**config.mk**
```make
export PLATFORM = sky130hd
export DESIGN_NAME = life_run_ctrl
export DESIGN_NICKNAME = d
export VERILOG_FILES = /design/src/rtl/life_run_ctrl.sv
export SDC_FILE = /design/constraint.sdc
export NUM_CORES = 1
export LEC_CHECK = 0
export CAP_MARGIN = 10
export CORE_AREA = 8 8 310 312
export DETAILED_ROUTE_END_ITERATION = 8
export DIE_AREA = 0 0 318 320
export MAX_ROUTING_LAYER = met4
export PLACE_DENSITY = 0.5
export SYNTH_ARGS = -nofsm -noshare
export SYNTH_HDL_FRONTEND = slang
export SYNTH_SLANG_ARGS = --single-unit
```
**constraint.sdc**
```tcl
create_clock -name clk -period 5.2 [get_ports clk]
set_input_delay 1.04 -clock clk [delete_from_list [all_inputs] [get_ports clk]]
set_output_delay 1.04 -clock clk [all_outputs]
set_load 0.02 [all_outputs]
```
**src/rtl/life_run_ctrl.sv**
```systemverilog
// Run sequencer for the conway_life grid: LOAD/RUN/STEP/CLEAR commands, generation counting, halt detection.
// Optional period-2 oscillator halt is compiled in with `define LIFE_P2_DET_EN.
module life_run_ctrl #(
  parameter int WIDTH     = 16,
  parameter int HEIGHT    = 16,
  parameter int FULLWIDTH = WIDTH * HEIGHT,
  parameter int GEN_W     = 16
) (
  input  logic                 clk,
  input  logic                 rst_n,
  input  logic                 cmd_valid,
  output logic                 cmd_ready,
  input  logic [1:0]           cmd_op,
  input  logic [FULLWIDTH-1:0] cmd_pattern,
  input  logic [GEN_W-1:0]     cmd_gens,
  input  logic                 abort,
  output logic                 grid_load,
  output logic [FULLWIDTH-1:0] grid_data,
  input  logic [FULLWIDTH-1:0] grid_q,
  output logic                 busy,
  output logic [GEN_W-1:0]     gen_cnt,
  output logic                 done_pulse,
  output logic [2:0]           halt_reason
);

  typedef enum logic [1:0] {ST_IDLE, ST_RUN, ST_STEP} state_e;

  localparam logic [1:0] OP_LOAD  = 2'd0;
  localparam logic [1:0] OP_RUN   = 2'd1;
  localparam logic [1:0] OP_STEP  = 2'd2;
  localparam logic [1:0] OP_CLEAR = 2'd3;

  localparam logic [2:0] HR_NONE    = 3'd0;
  localparam logic [2:0] HR_COUNT   = 3'd1;
  localparam logic [2:0] HR_EXTINCT = 3'd2;
  localparam logic [2:0] HR_STILL   = 3'd3;
  localparam logic [2:0] HR_ABORT   = 3'd4;
`ifdef LIFE_P2_DET_EN
  localparam logic [2:0] HR_PERIOD2 = 3'd5;
`endif

  state_e                 state_q, state_d;
  logic [GEN_W-1:0]       gen_cnt_q, gen_cnt_d;
  logic [GEN_W-1:0]       target_q, target_d;
  logic [2:0]             halt_reason_q, halt_reason_d;
  logic                   done_pulse_q, done_pulse_d;
  logic                   prev_valid_q, prev_valid_d;
  logic [FULLWIDTH-1:0]   prev_q, prev_d;
`ifdef LIFE_P2_DET_EN
  logic [FULLWIDTH-1:0]   prev2_q, prev2_d;
  logic [1:0]             p2_cnt_q, p2_cnt_d;
`endif

  logic                   advance;
  logic                   halt;
  logic [2:0]             halt_code;

  function automatic logic [GEN_W-1:0] sat_inc(input logic [GEN_W-1:0] v);
    return (&v) ? v : v + {{(GEN_W-1){1'b0}}, 1'b1};
  endfunction

  always_comb begin
    state_d       = state_q;
    gen_cnt_d     = gen_cnt_q;
    target_d      = target_q;
    halt_reason_d = halt_reason_q;
    done_pulse_d  = 1'b0;
    prev_valid_d  = prev_valid_q;
    prev_d        = prev_q;
`ifdef LIFE_P2_DET_EN
    prev2_d       = prev2_q;
    p2_cnt_d      = p2_cnt_q;
`endif
    grid_load     = 1'b1;
    grid_data     = grid_q;
    advance       = 1'b0;
    halt          = 1'b0;
    halt_code     = HR_NONE;

    case (state_q)
      ST_IDLE: begin
        if (cmd_valid && rst_n) begin
          gen_cnt_d     = '0;
          halt_reason_d = HR_NONE;
          case (cmd_op)
            OP_LOAD, OP_CLEAR: begin
              grid_data    = (cmd_op == OP_LOAD) ? cmd_pattern : '0;
              prev_valid_d = 1'b0;
`ifdef LIFE_P2_DET_EN
              p2_cnt_d     = 2'd0;
`endif
            end
            OP_RUN: begin
              target_d = cmd_gens;
              state_d  = ST_RUN;
            end
            OP_STEP: state_d = ST_STEP;
            default: state_d = ST_IDLE;
          endcase
        end
      end
      ST_RUN: begin
        halt = 1'b1;
        if (abort)                                          halt_code = HR_ABORT;
        else if ((target_q != '0) && (gen_cnt_q == target_q)) halt_code = HR_COUNT;
        else if (grid_q == '0)                              halt_code = HR_EXTINCT;
        else if (prev_valid_q && (grid_q == prev_q))        halt_code = HR_STILL;
`ifdef LIFE_P2_DET_EN
        else if ((p2_cnt_q == 2'd2) && (grid_q == prev2_q)) halt_code = HR_PERIOD2;
`endif
        else begin
          halt    = 1'b0;
          advance = 1'b1;
        end
      end
      ST_STEP: begin
        // A step is one unconditional advance followed by a COUNT halt.
        halt = 1'b1;
        if (abort)                  halt_code = HR_ABORT;
        else if (gen_cnt_q != '0)   halt_code = HR_COUNT;
        else begin
          halt    = 1'b0;
          advance = 1'b1;
        end
      end
      default: state_d = ST_IDLE;
    endcase

    if (advance) begin
      grid_load    = 1'b0;
      gen_cnt_d    = sat_inc(gen_cnt_q);
      prev_d       = grid_q;
      prev_valid_d = 1'b1;
`ifdef LIFE_P2_DET_EN
      prev2_d      = prev_q;
      p2_cnt_d     = (p2_cnt_q == 2'd2) ? 2'd2 : p2_cnt_q + 2'd1;
`endif
    end

    if (halt) begin
      halt_reason_d = halt_code;
      state_d       = ST_IDLE;
      done_pulse_d  = 1'b1;
    end

    // Keep the grid frozen while reset is asserted, whatever the host drives.
    if (!rst_n) begin
      grid_load = 1'b1;
      grid_data = grid_q;
    end
  end

  always_ff @(posedge clk or negedge rst_n) begin
    if (!rst_n) begin
      state_q       <= ST_IDLE;
      gen_cnt_q     <= '0;
      target_q      <= '0;
      halt_reason_q <= HR_NONE;
      done_pulse_q  <= 1'b0;
      prev_valid_q  <= 1'b0;
`ifdef LIFE_P2_DET_EN
      p2_cnt_q      <= 2'd0;
`endif
    end else begin
      state_q       <= state_d;
      gen_cnt_q     <= gen_cnt_d;
      target_q      <= target_d;
      halt_reason_q <= halt_reason_d;
      done_pulse_q  <= done_pulse_d;
      prev_valid_q  <= prev_valid_d;
`ifdef LIFE_P2_DET_EN
      p2_cnt_q      <= p2_cnt_d;
`endif
    end
  end

  // History images are qualified by prev_valid/p2_cnt, so they need no reset.
  always_ff @(posedge clk) begin
    prev_q  <= prev_d;
`ifdef LIFE_P2_DET_EN
    prev2_q <= prev2_d;
`endif
  end

  assign cmd_ready   = (state_q == ST_IDLE);
  assign busy        = (state_q != ST_IDLE);
  assign gen_cnt     = gen_cnt_q;
  assign done_pulse  = done_pulse_q;
  assign halt_reason = halt_reason_q;

endmodule

```
**After elaboration in Yosys (flattened, before gate mapping)**

Cells that the tools add are included.

- Flip-flop bits (word level): 295
- Word-level logic and storage cells: 85

- Add/subtract/negate cells: 1
- Equal/unequal tests: 11
- Multiplexer cells: 44
- Reduce and logical (&&, ||, !) cells: 22

Operators with widths:

| kind | count |
|---|---|
| 256-bit two-way mux | 5 |
| 256-bit == test | 1 |
| 256-bit logical NOT | 1 |
| 16-bit two-way mux | 4 |
| 16-bit nonzero test | 2 |
| 1-bit two-way mux | 20 |
| 16-bit by 1-bit adder with 16-bit output (second input constant) | 1 |
| 16-bit == test | 1 |
| 16-bit AND reduction | 1 |
| 3-bit two-way mux | 5 |
| 3-bit AND reduction | 4 |
| 2-bit nonzero test | 6 |
| 2-bit two-way mux | 5 |
| 2-bit one-hot mux with 2 select lines | 2 |
| 2-bit == test (second input constant) | 3 |
| 3-bit one-hot mux with 2 select lines | 1 |
| 2-bit by 1-bit == test with 1-bit output (second input constant) | 2 |
| 2-bit logical NOT | 2 |
| 4-bit by 1-bit != test with 1-bit output (second input constant) | 1 |
| 1-bit one-hot mux with 2 select lines | 2 |
| 2-bit OR reduction | 2 |
| 1-bit logical AND | 3 |
| 3-bit by 1-bit != test with 1-bit output (second input constant) | 1 |
| 2-bit by 1-bit != test with 1-bit output (second input constant) | 1 |
| other kinds (2) | 2 |

**Depth between registers and ports, before layout**

Gate-level depths: netlist of run 1.

- Depth in word-level cells: 9
- Depth in mapped cells: 11
- Depth with buffers taken out: 9

**Worst setup path after synthesis of run 1**

OpenSTA, ideal clock, no wires.

- Path type: input to output
- Start point: input port grid_q[95]
- End point: output port grid_load
- Arrival time: 4104 ps
- Slack: 56 ps
- Stages on the path: 10
- Buffers on the path: 1
- Cells stage by stage: nor2b_1 -> a2111o_1 -> a2111oi_2 -> nand4_1 -> or4_4 -> o31a_1 -> a21oi_4 -> nor2_2 -> buf_6 -> nand2_1

- Longest elaborated chain between the ends: 9
- Elaborated cells on any way between the ends: 10
- Those cells by class: eq/ne: 1; mux: 7; reduce/logical: 2

RTL lines:

| item | RTL line | text |
|---|---|---|
| start, declared | 19 | `input logic [FULLWIDTH-1:0] grid_q,` |
| 256-bit == test | 107 | `else if (prev_valid_q && (grid_q == prev_q)) halt_code = HR_STILL;` |
| 1-bit logical AND | 107 |  |
| 1-bit two-way mux | 107 |  |
| 1-bit two-way mux * | 106 | `else if (grid_q == '0) halt_code = HR_EXTINCT;` |
| 1-bit two-way mux * | 105 | `else if ((target_q != '0) && (gen_cnt_q == target_q)) halt_code = HR_COUNT;` |
| 1-bit two-way mux * | 104 | `if (abort) halt_code = HR_ABORT;` |
| 1-bit one-hot mux with 2 select lines * | 80 | `case (state_q)` |
| via advance | 54 | `logic advance;` |
| 1-bit two-way mux * | 129 | `if (advance) begin` |
| 1-bit two-way mux * | 147 | `if (!rst_n) begin` |
| end, declared | 17 | `output logic grid_load,` |

The timed path passes the listed nets; every way through them passes the cells marked *.

**Final worst setup path of run 1**

- Start point: input port grid_q[33]
- End point: output port grid_load

- Longest elaborated chain between the ends: 9
- Elaborated cells on any way between the ends: 10
- Those cells by class: eq/ne: 1; mux: 7; reduce/logical: 2

RTL lines:

| item | RTL line |
|---|---|
| 256-bit == test | 107 |
| 1-bit logical AND | 107 |
| 1-bit two-way mux | 107 |
| 1-bit two-way mux * | 106 |
| 1-bit two-way mux * | 105 |
| 1-bit two-way mux * | 104 |
| 1-bit one-hot mux with 2 select lines * | 80 |
| 1-bit two-way mux * | 129 |
| 1-bit two-way mux * | 147 |

Mark *: on every way between the ends. The rest lies on a longest branch, timed or not.

==> results.toml, run 1 <==
[outcome]
status = "finished, final reports clean"

[drt]
routed.top_layer = "met4"
drt-met1-wl_um = 54000
route.met3.wl_um = 8840
antenna_left = 0
first_pass_iters = 6
post-route-drc-count = 0
drt_iter0_markers = 1627
wire_per_inst_um = 29.8
drt_wl_total_um = 128000
via_count = 19900
met2WireLength_um = 62700
routed_via_density = 4.65

[yosys]
synthXorXnorAreaFrac = 0.0739
synthCells = 1942
synthFlopType = "edfxtp_1"
syn-num-nets = 2485
synth_mux_area_frac = 0.0108
synth_compound_area_frac = 0.137
yosys.area_share.adder = 0.00642
synth_top_family_by_area = "simple AND/OR/NAND/NOR gates"
synthSimpleGateAreaFrac = 0.235
syn_area_per_cell_um2 = 9.04
synth.cell_area_mm2 = 0.0176
synth-async-reset-ratio = 0.132
synth-edff-count = 256
ys_ff_latch = 295
synth_seq_area_share = 0.494
synth_warnings = 0
synth_cell_types = 59

[global_routing]
overflow = 0
grt_first_pass_wirelength_um = 170000
grt_usage = 0.245
grt_max_degree = 180
antenna_found_initial = 29
grt_pass1_vias = 20100

[cts]
insertion_delay_ps = 580
hold_buffers = 0
numClockSinks = 295
cts_buffers = 41
cts.reportedPaths.clkPinSlew_ps = 60
htreeDepth = 2
ctsLongestPathBuffers = 3
tritoncts = "built"
cts-root-buf = "clkbuf_16"

[sta]
period_share = 0.999
maxSlewHeadroom = 0.0209
slew_viol_final = 0
layout_setup_ws_ps = 7.48
min_period_ps = 5190
worst_slew_pin_slew_ps = 1470
setup_violations = 0
hold_viol_final = 0
fin_skew_ps = 24.8
clock.fmax_mhz = 193

[worst_hold_path]
hold_depth = 2
holdPathEnd = "halt_reason[0]$_DFFE_PN0P_"
min_from = "halt_reason[0]$_DFFE_PN0P_"
hold_path_class = "reg -> reg"

[critical_path]
crit_path_max_fanout = 5
cp-end-kind = "primary output"
cp.required_ps = 4160
startpoint_type = "input port"
r2r_cells = 10
reg2reg_to = "prev_q[226]$_DFFE_PP_"
cp-startpoint = "grid_q[33]"
ff2ff_setup_slack_ps = 830
r2r-start = "prev_q[47]$_DFFE_PP_"
worstPathArrival_ps = 4150
path_class = "in -> out"

[final_layout]
areaGrowthSynthToFinish_pct = 79.4
layout_commonest_cell = "clkdlybuf4s50_1"
final_area_mm2 = 0.0315
fillCellCount = 9409
layout_common_cells = "758 x clkdlybuf4s50_1, 528 x nand2_1, 325 x buf_4"
nets = 3589
drive_gt1_frac = 0.154
utilization = 0.346
register_area_mm2 = 0.00866
final_cells = 4279
multi_input_area_mm2 = 0.00849

[pwr]
power.total_mw = 9.43
p_leak_nw = 12.2
ir_worst_vdd_uv = 192
p_per_area_mw_per_mm2 = 300

[place]
dp_slack_ps = -565
dp_hpwl_um = 109000
place.gp.congestion = 0.954
place_area_mm2 = 0.0297
placed_cells = 4187
numPortBuffers = 812

[floorplan]
chipHeight_um = 320
dieArea_mm2 = 0.102
row_count = 111
boundaryPins = 813
die_x_um = 318
initial_utilization = 0.193
core_area_mm2 = 0.0910

[job]
cap_violations = 0
[what timing repair did]
action                     CTS  global route
setup endpoints to repair    1             1
resized for setup           42            51
pin swaps                   19            38
setup buffers                1             1
[layout make-up]
class,count,area share
inverter,102,0.0122
tap,1186,0.0471
clock buffer,58,0.0360
antenna,22,0.00175
sequential,295,0.275
multi-input combinational,1447,0.270
timing repair buffer,1159,0.354
clock inverter,10,0.00465
[registers in the layout (all words and copies together) (netlist names)]
signal        flops
target_q         16
halt_reason       3
prev_q          256
gen_cnt          16
state_q           2
done_pulse        1
prev_valid_q      1
[metrics by stage]
stage / setup TNS, ps / hold WS (ps)
final: 0 / 540
after global routing: -1.85 / 548
after CTS: 0 / 540
after detailed placement: -63540 / 533
after global placement: -73350 / 522
after floorplan: 0 / 449
[power breakdown]
group	total, mW	switching, mW	internal [mW]
logic	3.42	1.92	1.50
registers	3.20	0.213	2.99
clock network	2.81	1.15	1.66
total	9.43	3.28	6.16
[per-layer routing]
| layer | global-route usage | vias up |
|---|---|---|
| met5 | - | - |
| met4 | 0.0395 | 0 |
| met3 | 0.0510 | 110 |
| met2 | 0.417 | 956 |
| met1 | 0.303 | 9622 |
| li1 | - | 9193 |
[cells by family (layout without fill, tap and decap cells)]
logic type      count (synthesis)  in the layout
simple gates                  879            879
buf+inv                       200           1329
mux                            17             17
flops                         295            295
xor+xnor                      148            148
other cells                     0             22
fa+ha+maj                       9              9
compound gates                394            394
[cells in the mapped netlist (all sizes together) (4+ instances only)]
| cell type | number | area, um2 |
|---|---|---|
| a2111o | 15 | 169 |
| a2111oi | 6 | 65.1 |
| a21oi | 12 | 82.6 |
| a221o | 7 | 70.1 |
| a221oi | 6 | 52.6 |
| a22o | 9 | 78.8 |
| a31oi | 6 | 37.5 |
| and3 | 6 | 37.5 |
| and4 | 5 | 43.8 |
| buf | 4 | 26.3 |
| clkbuf | 94 | 353 |
| dfrtp | 39 | 976 |
| edfxtp | 256 | 7690 |
| ha | 9 | 113 |
| inv | 102 | 383 |
| mux2 | 16 | 180 |
| nand2 | 529 | 1990 |
| nand2b | 45 | 282 |
| nand3 | 18 | 90.1 |
| nand4 | 61 | 382 |
| nor2 | 24 | 92.6 |
| nor2b | 61 | 382 |
| nor3 | 11 | 55.1 |
| nor4 | 105 | 657 |
| o2111ai | 14 | 123 |
| o21ai | 262 | 1310 |
| o22ai | 31 | 200 |
| o2bb2ai | 4 | 35.0 |
| xnor2 | 107 | 937 |
| xor2 | 41 | 359 |
[worst max path at each step]
stage | to | slack [ps] | depth (start not counted)
after floorplan | grid_load | 60 | 10
after global placement | grid_load | -620 | 12
after detailed placement | grid_load | -570 | 12
after CTS | grid_load | 3 | 13
after global routing | grid_load | -2 | 12
final | grid_load | 7 | 12
[critical path, stage by stage]
cell and delay, ps:
clkdlybuf4s50_1 450, buf_12 170, a2111o_1 470, nor4_2 270, buf_4 160, nand4_1 80, or4_4 550, o31a_1 400
a21oi_4 240, nor2_4 60, nand2_2 110, buf_6 130
(Power assumes the default switching activity.)
==> inputs of run 2 (changes only) <==
Settings changed: CORE_AREA 8 8 310 312 to 8 8 306 308, CTS_BUF_LIST set to sky130_fd_sc_hd__clkbuf_8, DIE_AREA 0 0 318 320 to 0 0 314 316, PLACE_DENSITY 0.5 to 0.51.
==> run 2 against run 1 <==
Compared with the run above: sequential cell count did not move; hold slack got worse by 37 ps; worst setup slack improved by 44 ps; clock skew rose by 43 ps; utilization rose by 0.44 points; via count fell by 0.20%; critical endpoint unchanged; clock-buffer cell count rose by 7; maximum frequency rose by 0.86%; critical path type unchanged; register-to-register slack improved by 240 ps.
==> results.toml, run 2 (synthesis gave the netlist of run 1 again) <==
[outcome]
status = "finished, final reports clean"

[critical_path]
worstPathArrival_ps = 4110
r2r_cells = 10
crit_path_max_fanout = 2
reg2reg_to = "prev_q[5]$_DFFE_PP_"
cp-end-kind = "primary output"
path_class = "in -> out"
ff2ff_setup_slack_ps = 1070
r2r-start = "prev_q[47]$_DFFE_PP_"
cp.required_ps = 4160
cp-startpoint = "grid_q[5]"
endpoint = "grid_load"
startpoint_type = "input port"

[sta]
fin_skew_ps = 67.8
maxSlewHeadroom = 0.339
slew_viol_final = 0
hold_viol_final = 0
fin_hold_ws_ps = 502
layout_setup_ws_ps = 51.8
period_share = 0.990
min_period_ps = 5150
worst_slew_pin_slew_ps = 991
setup_violations = 0
grt_setup_unrepaired = "false"
clock.fmax_mhz = 194

[global_routing]
overflow = 0
grt_usage = 0.247
grt_pass1_vias = 20200
antenna_found_initial = 31
grt_first_pass_wirelength_um = 166000
grt_max_degree = 146

[drt]
routed_via_density = 4.61
drt_iter0_markers = 1786
wire_per_inst_um = 29.2
antenna_left = 0
first_pass_iters = 8
drt_wl_total_um = 126000
post-route-drc-count = 0
via_count = 19800

[pwr]
clkPwrFrac = 0.280
combPwrFrac = 0.369
p_per_area_mw_per_mm2 = 292
ir_worst_vdd_uv = 221
p_seq_frac = 0.350
power.total_mw = 9.11
intPower_mw = 5.82
swShare = 0.361
netSwitchingPower_mw = 3.29
p_leak_nw = 12.0

[final_layout]
areaGrowthSynthToFinish_pct = 77.8
final_cells = 4300
nets = 3599
layout_common_cells = "787 x clkdlybuf4s50_1, 528 x nand2_1, 319 x buf_4"
regMostFlops = "prev_q"
largest_reg_flops = 256
drive_gt1_frac = 0.157
layout_commonest_cell = "clkdlybuf4s50_1"

[floorplan]
dieArea_mm2 = 0.0992
boundaryPins = 813
chipHeight_um = 316
initial_utilization = 0.197
core_area_mm2 = 0.0890
row_count = 110
die_x_um = 314

[cts]
ctsLongestPathBuffers = 3
insertion_delay_ps = 730
cts-root-buf = "clkbuf_8"
hold_buffers = 0
cts.reportedPaths.clkPinSlew_ps = 60
tritoncts = "built"
numClockSinks = 295
htreeDepth = 2
post_cts_buffers = 0
cts_buffers = 59

[worst_hold_path]
hold_path_class = "in -> async"

[place]
dp_hpwl_um = 107000
place.gp.congestion = 0.954
numPortBuffers = 812
dp_slack_ps = -446
placed_cells = 4171

[job]
cap_violations = 0
==> run 2: power by group through the flow <==
stage / combinational [mW] / clock [mW] / sequential [mW]
finish: 3.36 / 2.55 / 3.19
global route: 3.57 / 2.73 / 3.22
CTS: 3.39 / 2.64 / 3.19
detailed placement: 3.35 / 0 / 3.23
global placement: 3.37 / 0 / 3.22
floorplan: 1.36 / 0 / 3.19
==> run 2: worst max-delay path, cell delays in order <==
cell             delay (ps)
clkdlybuf4s50_1         500
buf_4                   200
nand2b_2                140
o2111ai_1               200
a2111oi_4               260
buf_4                   180
nand4_1                  90
or4_4                   520
o31a_1                  410
a21oi_4                 240
nor2_4                   70
nand2_2                 120
buf_12                  120
==> run 2: layer usage <==
layer	track usage	part of all wire	vias to the layer above	wire, um
met5	-	0	-	0
met4	0.0445	0.018	0	2250
met3	0.0450	0.067	124	8420
met2	0.416	0.49	904	61400
met1	0.312	0.43	9608	53700
li1	-	-	9206	-
==> run 2: layout make-up <==
type	instances	area (um2)
flip-flops and latches	295	8660
repair buffers	1151	11000
clock inverters	43	325
fillers	9345	57800
clock buffers	65	895
diodes	21	52.6
multi-input cells	1447	8420
well taps	1176	1470
inverters	102	383
==> run 2: worst min path at each step <==
stage / slack [ps] / cells after the start / start / to
2_1_floorplan: 450 / 1 / prev_valid_q$_DFFE_PN0P_ / prev_valid_q$_DFFE_PN0P_
3_3_place_gp: 520 / 2 / halt_reason[0]$_DFFE_PN0P_ / halt_reason[0]$_DFFE_PN0P_
3_5_place_dp: 540 / 2 / halt_reason[0]$_DFFE_PN0P_ / halt_reason[0]$_DFFE_PN0P_
4_1_cts: 470 / 2 / rst_n / gen_cnt[3]$_DFFE_PN0P_
5_1_grt: 510 / 2 / rst_n / target_q[0]$_DFFE_PN0P_
6_report: 500 / 2 / rst_n / gen_cnt[8]$_DFFE_PN0P_
==> run 2: timing repair <==
action | CTS | global route
pin swaps | 16 | 21
endpoints found under the hold margin | 0 | 0
endpoints found under the setup margin | 1 | 1
gates resized for setup | 29 | 26
==> run 2: per-stage QoR <==
step | TNS [ps] | utilization | area [um2]
floorplan | 0 | - | 17600
global placement | -53570 | 0.333 | 29600
detailed placement | -63310 | 0.333 | 29600
CTS | 0 | 0.348 | 31000
global route | 0 | 0.350 | 31200
finish | 0 | 0.350 | 31200
==> edit: new RTL, settings of run 2 <==
The parameter `HEIGHT` goes from 16 to 17.
--- a/src/rtl/life_run_ctrl.sv
+++ b/src/rtl/life_run_ctrl.sv
@@ -2,7 +2,7 @@
 // Optional period-2 oscillator halt is compiled in with `define LIFE_P2_DET_EN.
 module life_run_ctrl #(
   parameter int WIDTH     = 16,
-  parameter int HEIGHT    = 16,
+  parameter int HEIGHT    = 17,
   parameter int FULLWIDTH = WIDTH * HEIGHT,
   parameter int GEN_W     = 16
 ) (
Interface: changed (resized cmd_pattern, grid_data and grid_q); port bits go from 813 to 861. No check against the original RTL was run, so the function may have changed too.
==> edit against run 2 <==
- critical endpoint unchanged
- clock power is 5% lower
- wire length is 5.3% higher
- synthesized area is 5.2% higher
- sequential cell count is 16 higher
- setup slack better by 0.013 ns
- highest routed layer unchanged
- final area is 2.9% higher
- combinational power is 2% higher
- total power is 1.3% higher
==> edit: results (changes against run 2) <==
| Metric | Value |
|---|---|
| Outcome | finished, final reports clean (unchanged) |
| First-pass GRT wire length | 173,000 um (was 166,000 um) |
| Commonest cells in the netlist | nand2_1, o21ai_0, edfxtp_1 (unchanged) |
| Clk_lat worst skew | 0.71 ns (was 0.73 ns) |
| Xor/xnor cell area share of the yosys netlist | 0.0797 (was 0.0739) |
| Max reg flops | 272 (was 256) |
| Final hold slack | 0.530 ns (was 0.502 ns) |
| Mapped Cells | 2,013 (was 1,942) |
| DRT Pass-1 Iters | 5 (was 8) |
| Setup WS pre-CTS | -0.512 ns (was -0.446 ns) |
| Static Leak | 12.3 nW (was 12.0 nW) |
| Crit path max fanout | 3 (was 2) |
| DP Area | 30,600 um2 (was 29,600 um2) |
| Vias per inst | 4.68 (was 4.61) |
| Critical-path cell with the highest stage delay | clkdlybuf4s50_1 (was or4_4) |
| Initial DRC Count | 1,715 (was 1,786) |
| Placer Congestion | 0.962 (was 0.954) |
| Crit path arrival time | 4.10 ns (was 4.11 ns) |
| Worst R2R Start | prev_q[219] (was prev_q[47]) |
| Vias in the first global route | 20,700 (was 20,200) |
| Total CTS buffers | 60 (was 59) |
| Sequential Power | 3.38 mW (was 3.19 mW) |
| Largest net degree at the start of global routing | 145 (was 146) |
| Register area share after synthesis | 0.495 (was 0.494) |
| Clock skew | 0.0696 ns (was 0.0678 ns) |
| Hold Path Class | register to register (was input pin to asynchronous set/reset pin) |
| Global Route Usage Sum | 0.260 (was 0.247) |
| GR Layer Usage met2 | 0.435 (was 0.416) |
| R2R depth | 12 (was 10) |
| Share of cells above drive strength 1 | 0.138 (was 0.157) |
| Number of flops mapped to enable cells by yosys | 272 (was 256) |
| PortBufs | 860 (was 812) |
| Ys async rst share | 0.125 (was 0.132) |
| Post-synthesis mux area share | 0.0109 (was 0.0108) |
| Post-synthesis compound-gate area fraction | 0.131 (was 0.137) |
| WL/cell | 30.3 um (was 29.2 um) |
| Finished Layout Cells | 4,369 (was 4,300) |
| Power Density | 287 nW/um2 (was 292 nW/um2) |
| Top delay family on crit path | simple AND/OR/NAND/NOR gates (was compound AO/OA/AOI/OAI gates) |
| R2R Setup Slk | 1.29 ns (was 1.07 ns) |
| Top cells by area, synth | edfxtp_1, nand2_1, o21ai_0 (unchanged) |
edit: changes by cell type after synthesis, moves of 9 or more:
cell	change
edfxtp_1	+16
inv_1	-28
nand2_1	+31
nand2b_1	+27
nor2_1	-9
nor4_1	+9
o2111ai_1	+9
o21ai_0	+15
o22ai_1	-19
xnor2_1	-12
xor2_1	+32
edit: layer usage:
metal	routed length, um	up-vias
met5	0	-
met4	3640	0
met3	8800	136
met2	64800	898
met1	55200	9938
li1	-	9469
edit: layout make-up:
type | count | area [um2] | area share
clock inverter | 42 | 241 | 0.00752
inverter | 76 | 298 | 0.00927
antenna | 25 | 62.6 | 0.00195
clock buffer | 64 | 881 | 0.0274
multi-input combinational | 1527 | 9010 | 0.281
timing repair buffer | 1148 | 11000 | 0.343
sequential | 311 | 9140 | 0.285
tap | 1176 | 1470 | 0.0458
edit: timing repair:
| item | 4_1_cts | 5_1_grt |
|---|---|---|
| setup buffers | 0 | 0 |
| pin swaps | 5 | 9 |
| resized for setup | 40 | 38 |
| endpoints found under the setup margin | 1 | 1 |
